## config.mk

```make
export PLATFORM = sky130hd
export DESIGN_NAME = press_decoder
export DESIGN_NICKNAME = d
export VERILOG_FILES = /design/src/rtl/press_decoder.sv
export SDC_FILE = /design/constraint.sdc
export NUM_CORES = 1
export LEC_CHECK = 0
export CELL_PAD_IN_SITES_DETAIL_PLACEMENT = 1
export CELL_PAD_IN_SITES_GLOBAL_PLACEMENT = 1
export CORE_MARGIN = 3
export CORE_UTILIZATION = 40
export DETAILED_ROUTE_END_ITERATION = 8
export PLACE_DENSITY_LB_ADDON = 0.1
export SYNTH_ARGS = -nofsm -noshare
export SYNTH_HDL_FRONTEND = slang
export SYNTH_SLANG_ARGS = --single-unit
```

## constraint.sdc

```tcl
create_clock -name clk -period 2 [get_ports clk]
set_input_delay 0.6 -clock clk [delete_from_list [all_inputs] [get_ports clk]]
set_output_delay 0.6 -clock clk [all_outputs]
set_load 0.01 [all_outputs]
```

## src/rtl/press_decoder.sv

```systemverilog
// Press-gesture classifier: turns a debounced level/tick pair into one registered
// single-click, double-click or long-press pulse per gesture.
module press_decoder #(
    parameter int unsigned W        = 27,
    parameter int unsigned LONG_CNT = 100_000_000,
    parameter int unsigned GAP_CNT  = 30_000_000
) (
    input  logic         clk,
    input  logic         reset,
    input  logic         db_level,
    input  logic         db_tick,
    output logic         click_tick,
    output logic         dclick_tick,
    output logic         long_tick,
    output logic         busy,
    output logic [2:0]   state_dbg_o
);

    typedef enum logic [2:0] {
        S_IDLE   = 3'd0,
        S_PRESS1 = 3'd1,
        S_GAP    = 3'd2,
        S_PRESS2 = 3'd3,
        S_HOLD   = 3'd4
    } state_t;

    localparam logic [W-1:0] LONG_LAST = W'(LONG_CNT - 1);
    localparam logic [W-1:0] GAP_LAST  = W'(GAP_CNT - 1);
    localparam logic [W-1:0] CNT_ONE   = W'(1);

    state_t       state_q, state_d;
    logic [W-1:0] cnt_q, cnt_d;
    logic         click_q, click_d;
    logic         dclick_q, dclick_d;
    logic         long_q, long_d;

    // Counter restarts at 0 on every transition; exit compares fire before it could wrap.
    always_comb begin
        state_d  = state_q;
        cnt_d    = '0;
        click_d  = 1'b0;
        dclick_d = 1'b0;
        long_d   = 1'b0;
        unique case (state_q)
            S_IDLE: begin
                if (db_tick) state_d = S_PRESS1;
            end
            S_PRESS1: begin
                if (!db_level) begin
                    state_d = S_GAP;
                end else if (cnt_q == LONG_LAST) begin
                    state_d = S_HOLD;
                    long_d  = 1'b1;
                end else begin
                    cnt_d = cnt_q + CNT_ONE;
                end
            end
            S_GAP: begin
                if (db_tick) begin
                    state_d = S_PRESS2;
                end else if (cnt_q == GAP_LAST) begin
                    state_d = S_IDLE;
                    click_d = 1'b1;
                end else begin
                    cnt_d = cnt_q + CNT_ONE;
                end
            end
            S_PRESS2: begin
                if (!db_level) begin
                    state_d  = S_IDLE;
                    dclick_d = 1'b1;
                end
            end
            S_HOLD: begin
                if (!db_level) state_d = S_IDLE;
            end
            default: begin
                state_d = S_IDLE;
            end
        endcase
    end

    always_ff @(posedge clk) begin
        if (reset) begin
            state_q  <= S_IDLE;
            cnt_q    <= '0;
            click_q  <= 1'b0;
            dclick_q <= 1'b0;
            long_q   <= 1'b0;
        end else begin
            state_q  <= state_d;
            cnt_q    <= cnt_d;
            click_q  <= click_d;
            dclick_q <= dclick_d;
            long_q   <= long_d;
        end
    end

    assign click_tick  = click_q;
    assign dclick_tick = dclick_q;
    assign long_tick   = long_q;
    assign busy        = (state_q != S_IDLE);
    assign state_dbg_o = state_q;

endmodule
```

* After elaboration in Yosys (flattened, before gate mapping)
Index checks and enable logic that the tools add are counted.
** Word-level totals
- Bits in registers :: 33
- Input port bits :: 4
- Output and inout bits :: 7
- Logic and storage cells :: 42
** Operators by class
- Add/subtract/negate cells :: 1
- Equality and inequality tests :: 10
- Multiplexer cells :: 15
- Bitwise logic cells :: 4
- Reductions and logical operators :: 7
** Operators by type and width (number)
- 27-bit two-way mux :: 4
- 27-bit one-hot mux with 2 select lines :: 1
- 27-bit by 1-bit adder with 27-bit output (second input constant) :: 1
- 27-bit by 25-bit == test with 1-bit output (second input constant) :: 1
- 27-bit == test (second input constant) :: 1
- 3-bit two-way mux :: 6
- 3-bit one-hot mux with 4 select lines :: 1
- 3-bit by 2-bit == test with 1-bit output (second input constant) :: 2
- 3-bit inequality test (second input constant) :: 2
- 3-bit OR reduction :: 2
- 2-bit inequality test (second input constant) :: 2
- 1-bit NOT :: 4
- 4-bit AND reduction :: 1
- 2-bit OR reduction :: 2
- 3-bit by 1-bit == test with 1-bit output (second input constant) :: 1
- 3-bit == test (second input constant) :: 1
- 3-bit zero test :: 1
- 1-bit two-way mux :: 3
- 3-bit nonzero test :: 1

* Longest topological paths before layout
Gate-level depths: netlist (run 1).
- Depth after elaboration :: 4
- Depth in mapped cells :: 7
- Mapped depth without buffers :: 6

* Least setup slack after synthesis (run 1)
Ideal clock, no wire load.
- Path type :: flip-flop to flip-flop
- Start point :: reg cnt_q[13]
- End point :: reg state_q[0], in the netlist state_dbg_o[0]
- Setup time :: 0.121 ns
- Arrival :: 1.760 ns
- Data required time :: 1.879 ns
- Setup slack :: 0.118 ns
- Stages on the path, launching flop included :: 6
- Path buffers :: 0
- Period minus slack after synthesis :: 1.882 ns
- Cell sequence :: dfxtp_1 or4_4 nor4_4 a21oi_2 nor3_4 mux2_4
** On the way
- Cells in the longest elaborated chain, start to end :: 3
- Elaborated cells on any way between the ends :: 5
- Those cells by class :: eq/ne: 4; reduce/logical: 1
** Ends and longest elaborated chain
- from (decl) :: line 32 : logic [W-1:0] cnt_q, cnt_d;
- from (signal assigned) :: line 92 : cnt_q <= cnt_d;
- 27-bit by 25-bit == test with 1-bit output or 27-bit == test (tied branches) :: line 61, 51
- 3-bit inequality test (no source line)
- 4-bit AND reduction (no source line) *
- to (signal assigned) :: line 91 : state_q <= state_d;
- to (decl) :: line 31 : state_t state_q, state_d;
Every way passes the cells marked *; elsewhere a longest branch is shown, timed or not.
A chain may end at the register's enable or synchronous reset.

* Worst setup path in the final report (run 1)
- Start point :: reg cnt_q[1]
- End point :: reg state_q[0], in the netlist state_dbg_o[0]
Same word-level chain as after synthesis.

==> impl_metrics.py, run 1 <==
metrics = {
    "run_status": {
        "status": "finished, violations left",
        "violations": "setup timing",
    },
    "yosys": {
        "ys_ff_latch": 33,
        "ys.flop_type": "dfxtp_1",
        "synth_most_common_cell": "nor2_1",
        "synth_area_leaders": "dfxtp_1 39%, xor2_1 9.4%, nor2_1 8.7%, nand4_1 4.5%, xnor2_1 3.1%",
        "yosys-top-cells-count": "39 x nor2_1, 33 x dfxtp_1, 18 x xor2_1",
        "synth_fp_nets": 195,
        "ys_seq_area_share_pct": 39.26,
        "syn_area_per_cell_um2": 8.857,
        "synth_top_cell_by_area": "dfxtp_1",
        "async_flop_share_pct": 0,
        "synth_area_mm2": 0.001683,
        "ys_types": 42,
        "syn_inst": 190,
        "yosys.area.top_type_share_pct": 39.26,
        "synth-edff-count": 0,
        "yosys_warnings": 0,
    },
    "clock_tree": {
        "cts.clk_slew.worst_paths_ns": 0.07,
        "cts_hold_buf": 0,
        "cts_buffers": 5,
        "htreeDepth": 2,
        "tritoncts": "done",
        "clk_latency_ns": 0.29,
        "cts_buffer_depth": 2,
        "cts_sinks": 33,
        "root_buffer": "clkbuf_8",
    },
    "placement": {
        "gp_congestion": 0.7511,
        "place_hpwl_um": 3234,
        "io_buffers": 10,
        "placed_area_mm2": 0.002038,
    },
    "critical_path": {
        "end_kind": "register",
        "critical_path.max_stage_delay_ns": 0.42,
        "critPathSlowestCell": "nor4_4",
        "required_ns": 2.18,
        "critPathKind": "register to register",
        "crit_chain": "ha_2 -> nand4_4 -> nor4_4 -> buf_4 -> a21oi_4 -> nor3_4 -> mux2_4",
        "critPathLaunchType": "register",
        "cp_max_fo": 3,
        "worstPathArrival_ns": 2.22,
    },
    "route": {
        "viasPerCell": 5.575,
        "wl_per_cell_um": 18.79,
        "drc": 0,
        "wl_um": 5393,
        "vias": 1600,
        "antenna_left": 0,
        "dr.pass1.iters": 4,
        "drt_iter0_drc": 142,
    },
    "timing": {
        "final_max_slew_viol_count": 0,
        "slew_headroom_pct": 71.96,
        "period_needed_ns": 2.034,
        "rsz0062_at_grt": "yes",
        "setup_violations": 13,
        "finalHoldViolCount": 0,
        "finalWorstSetupSlack_ns": -0.03359,
        "post-route-period-util_pct": 101.7,
        "fmax_mhz": 491.7,
        "fin_worst_skew_ns": 0.008636,
        "fin_setup_tns_ns": -0.1089,
        "worstMarginPinSlew_ns": 0.4100,
    },
    "global_routing": {
        "grt_max_degree": 14,
        "grtUsageTotal_pct": 20.27,
        "globalRouteOverflowTotal": 0,
        "grt_first_pass_wirelength_um": 7997,
        "antenna_found_initial": 0,
        "grt_pass1_vias": 1615,
    },
    "floorplanning": {
        "coreArea_mm2": 0.003854,
        "num_rows": 22,
        "pin_count": 11,
        "die_h_um": 70.86,
        "die_area_mm2": 0.005021,
        "die_w_um": 70.86,
        "initial_core_util_pct": 43.67,
    },
    "job": {
        "cap_violations": 0,
    },
    "power_and_ir_drop": {
        "powerDensity_mw_per_mm2": 729.6,
        "peakVddDrop_uv": 424.5,
        "p_leak_nw": 0.8230,
    },
    "layout": {
        "nNetsFinal": 243,
        "diodes": 0,
        "area_growth_pct": 32.49,
        "final_area_mm2": 0.002230,
        "layout-drive-gt1-share_pct": 26.36,
    },
    "worst_hold_path": {
        "holdCritPathClass": "register to register",
    },
}
## cells by family (layout without fill, tap and decap cells)
family | count (synthesis) | in the layout | synth area share, %
buffers and inverters | 12 | 60 | 3.568
and+or+nand+nor | 107 | 107 | 37.10
adders and majority gates | 1 | 1 | 0.7434
muxes | 2 | 2 | 1.487
DFF | 33 | 33 | 39.26
xor gates and xnor gates | 24 | 24 | 12.49
AOI/OAI and AO/OA | 11 | 12 | 5.354
## sequential cells by signal (all words and copies together) (netlist names)
name,flops
state_dbg_o,3
cnt_q,27
dclick_tick,1
click_tick,1
long_tick,1
## power by group
part,internal (mW),switching [mW]
Sequential,0.677,0.00921
Clock,0.241,0.260
Combinational,0.222,0.218
## placed cells by master, fill, tap and decap left out, types with 5 or more instances in the layout
master	n
and3_1	5
buf_4	33
clkbuf_8	5
clkdlybuf4s50_1	9
dfxtp_1	32
inv_1	6
nand2_1	8
nand3_1	8
nand4_1	12
nor2_1	39
xnor2_1	6
xor2_1	18
## repair_timing
item | CTS | global route
pin swaps | 1 | 7
resized for setup | 2 | 6
setup buffers | 0 | 5
setup endpoints to repair | 27 | 28
gates cloned | 1 | 0
## path summary, 6_finish.rpt
check / from / end / slack, ns / depth (start not counted)
max: cnt_q[1] / state_dbg_o[0] / -0.03 / 7
min: cnt_q[26] / cnt_q[26] / 0.51 / 2
max reg2reg: cnt_q[1] / state_dbg_o[0] / -0.03 / 7
min reg2reg: cnt_q[26] / cnt_q[26] / 0.51 / 2
## worst max-delay path, delay by kind of cell (launching register included)
family / cells / cell delay [ns]
AOI/OAI and AO/OA: 1 / 0.07
DFF: 1 / 0.35
buffers and inverters: 1 / 0.21
muxes: 1 / 0.33
and+or+nand+nor: 3 / 0.75
adders and majority gates: 1 / 0.22
## area by class of cell
type / instances / area (µm²)
inverters: 6 / 22.52
well taps: 48 / 60.06
clock inverters: 2 / 10.01
repair buffers: 46 / 397.9
multi-input cells: 146 / 1005
flip-flops and latches: 33 / 661.9
clock buffers: 6 / 72.57
fillers: 462 / 1624
## layer usage
metal / vias up / GRT usage (%) / part of all wire [%]
met5: - / 0 / 0
li1: 755 / - / -
met4: 0 / 6.889 / 1.3
met1: 788 / 25.43 / 43
met2: 48 / 33.47 / 51
met3: 9 / 5.540 / 4.2
## through the flow
stage / cells / hold WS [ns] / power (mW) / util [%] / setup WS, ns
detailed placement: 273 / 0.5101 / 1.075 / 52.89 / -0.2641
CTS: 282 / 0.5134 / 1.581 / 55.42 / 0.005747
finish: 287 / 0.5135 / 1.627 / 57.86 / -0.03359
floorplan: 190 / 0.4301 / 0.9124 / - / 0.1183
global placement: 273 / 0.4829 / 1.064 / 52.89 / -0.1803
global route: 287 / 0.5583 / 1.695 / 57.86 / -0.1117
Power figures use the tool's default switching activity.
==> run 2, diff against run 1 <==
--- a/config.mk
+++ b/config.mk
@@ -10,7 +10,7 @@
 export CORE_MARGIN = 3
 export CORE_UTILIZATION = 40
 export DETAILED_ROUTE_END_ITERATION = 8
-export PLACE_DENSITY_LB_ADDON = 0.1
+export PLACE_DENSITY = 0.84
 export SYNTH_ARGS = -nofsm -noshare
 export SYNTH_HDL_FRONTEND = slang
 export SYNTH_SLANG_ARGS = --single-unit
==> impl_metrics.py, run 2 (same netlist as run 1, synthesis figures left out) <==
metrics = {
    "timing": {
        "worstMarginPinSlew_ns": 0.5957,
        "slew_headroom_pct": 59.26,
        "fin_setup_tns_ns": 0,
        "setup_violations": 0,
        "fmax_mhz": 509.2,
        "post-route-period-util_pct": 98.19,
        "finalWorstSetupSlack_ns": 0.03624,
        "finalHoldViolCount": 0,
        "period_needed_ns": 1.964,
        "final_max_slew_viol_count": 0,
        "hold_slack_ns": 0.5374,
        "rsz0062_at_grt": "no",
        "fin_worst_skew_ns": 0.008211,
    },
    "worst_hold_path": {
        "holdCritPathClass": "register to register",
    },
    "route": {
        "viasPerCell": 5.425,
        "wl_per_cell_um": 16.71,
        "drt_iter0_drc": 72,
        "wl_um": 4594,
        "antenna_left": 0,
        "vias": 1492,
        "dr.pass1.iters": 4,
        "drc": 0,
    },
    "clock_tree": {
        "clk_latency_ns": 0.30,
        "postCtsSetupBuffers": 0,
        "cts.clk_slew.worst_paths_ns": 0.07,
        "htreeDepth": 2,
        "cts_sinks": 33,
        "root_buffer": "clkbuf_8",
        "tritoncts": "done",
        "cts_buffers": 5,
        "cts_buffer_depth": 2,
    },
    "floorplanning": {
        "pin_count": 11,
        "initial_core_util_pct": 43.67,
        "die_h_um": 70.86,
        "die_w_um": 70.86,
        "num_rows": 22,
        "die_area_mm2": 0.005021,
        "coreArea_mm2": 0.003854,
    },
    "global_routing": {
        "globalRouteOverflowTotal": 0,
        "grtUsageTotal_pct": 19.95,
        "grt_max_degree": 14,
        "antenna_found_initial": 0,
        "grt_first_pass_wirelength_um": 7907,
        "grt_pass1_vias": 1660,
    },
    "critical_path": {
        "end_kind": "register",
        "critPathSlowestCell": "or4_4",
        "required_ns": 2.18,
        "critPathKind": "register to register",
        "crit_chain": "or4_4 -> nor4_4 -> a21oi_2 -> nor3_4 -> mux2_4",
        "worstPathArrival_ns": 2.14,
        "cp_max_fo": 3,
        "critical_path.max_stage_delay_ns": 0.57,
        "critPathLaunchType": "register",
    },
    "placement": {
        "placed_area_mm2": 0.001986,
        "io_buffers": 10,
        "place_hpwl_um": 3304,
        "gp_congestion": 0.9039,
        "preCtsSetupSlack_ns": -0.2252,
        "placed_cells": 266,
    },
    "layout": {
        "final_common_cell": "nor2_1",
        "largest-register": "cnt_q",
        "area_growth_pct": 26.17,
        "final_cell_mix": "39 x nor2_1, 33 x dfxtp_1, 24 x buf_4",
        "fin_cells": 275,
        "final_area_mm2": 0.002123,
        "largest_register_ffs": 27,
        "final_util_pct": 55.10,
        "diodes": 0,
        "layout-drive-gt1-share_pct": 22.03,
        "nNetsFinal": 231,
    },
    "power_and_ir_drop": {
        "p_total_mw": 1.727,
        "peakVddDrop_uv": 382.0,
        "p_sw_mw": 0.4613,
        "comb_power_share_pct": 22.0,
        "powerDensity_mw_per_mm2": 813.6,
        "p_leak_nw": 0.7621,
        "switching_share_pct": 26.71,
        "clockPowerShare_pct": 38.2,
        "pwr-share-seq_pct": 39.8,
        "p_int_mw": 1.266,
    },
    "job": {
        "cap_violations": 0,
    },
    "run_status": {
        "status": "completed",
    },
}
run 2: cell count changes in the layout (fill, tap and decap cells not counted), sizes merged:
cell	change
bufinv	+1
clkbuf	+1
buf	-12
clkinv	-2
run 2: final cells by class:
cell class | instances | area [µm²]
fillers | 464 | 1730
multi-input cells | 146 | 984.7
flip-flops and latches | 33 | 660.6
repair buffers | 34 | 279.0
clock buffers | 7 | 86.33
well taps | 48 | 60.06
clock inverters | 1 | 30.03
inverters | 6 | 22.52
run 2: timing repair:
action,CTS,global route
setup endpoints to repair,27,20
gates cloned,1,0
hold buffers,0,0
pin swaps,1,2
gates resized for setup,2,1
run 2: power by group through the flow:
stage	clock [mW]	combinational, mW	sequential (mW)
after floorplan	0	0.188	0.724
after global placement	0	0.346	0.702
after detailed placement	0	0.364	0.704
after CTS	0.673	0.381	0.689
after global routing	0.698	0.408	0.690
final	0.660	0.379	0.688
run 2: worst paths after layout:
kind / startpoint / endpoint / slack (ns) / cells after the start
worst max-delay path: cnt_q[13] / state_dbg_o[0] / 0.04 / 5
worst min-delay path: cnt_q[0] / cnt_q[0] / 0.54 / 2
worst max register to register: cnt_q[13] / state_dbg_o[0] / 0.04 / 5
worst min register to register: cnt_q[0] / cnt_q[0] / 0.54 / 2
run 2: worst max-delay path, delay by kind of cell, from the launching register on:
kind | cells | cell delay (ns)
and+or+nand+nor | 3 | 1.04
DFF | 1 | 0.34
muxes | 1 | 0.31
AOI/OAI and AO/OA | 1 | 0.16
run 2: metal layers:
layer / part of all wire, % / global-route usage (%) / vias up
met1: 42 / 21.63 / 744
li1: - / - / 725
met2: 54 / 37.08 / 16
met3: 2.7 / 4.403 / 7
met5: 0 / 0 / -
met4: 1.0 / 8.142 / 0
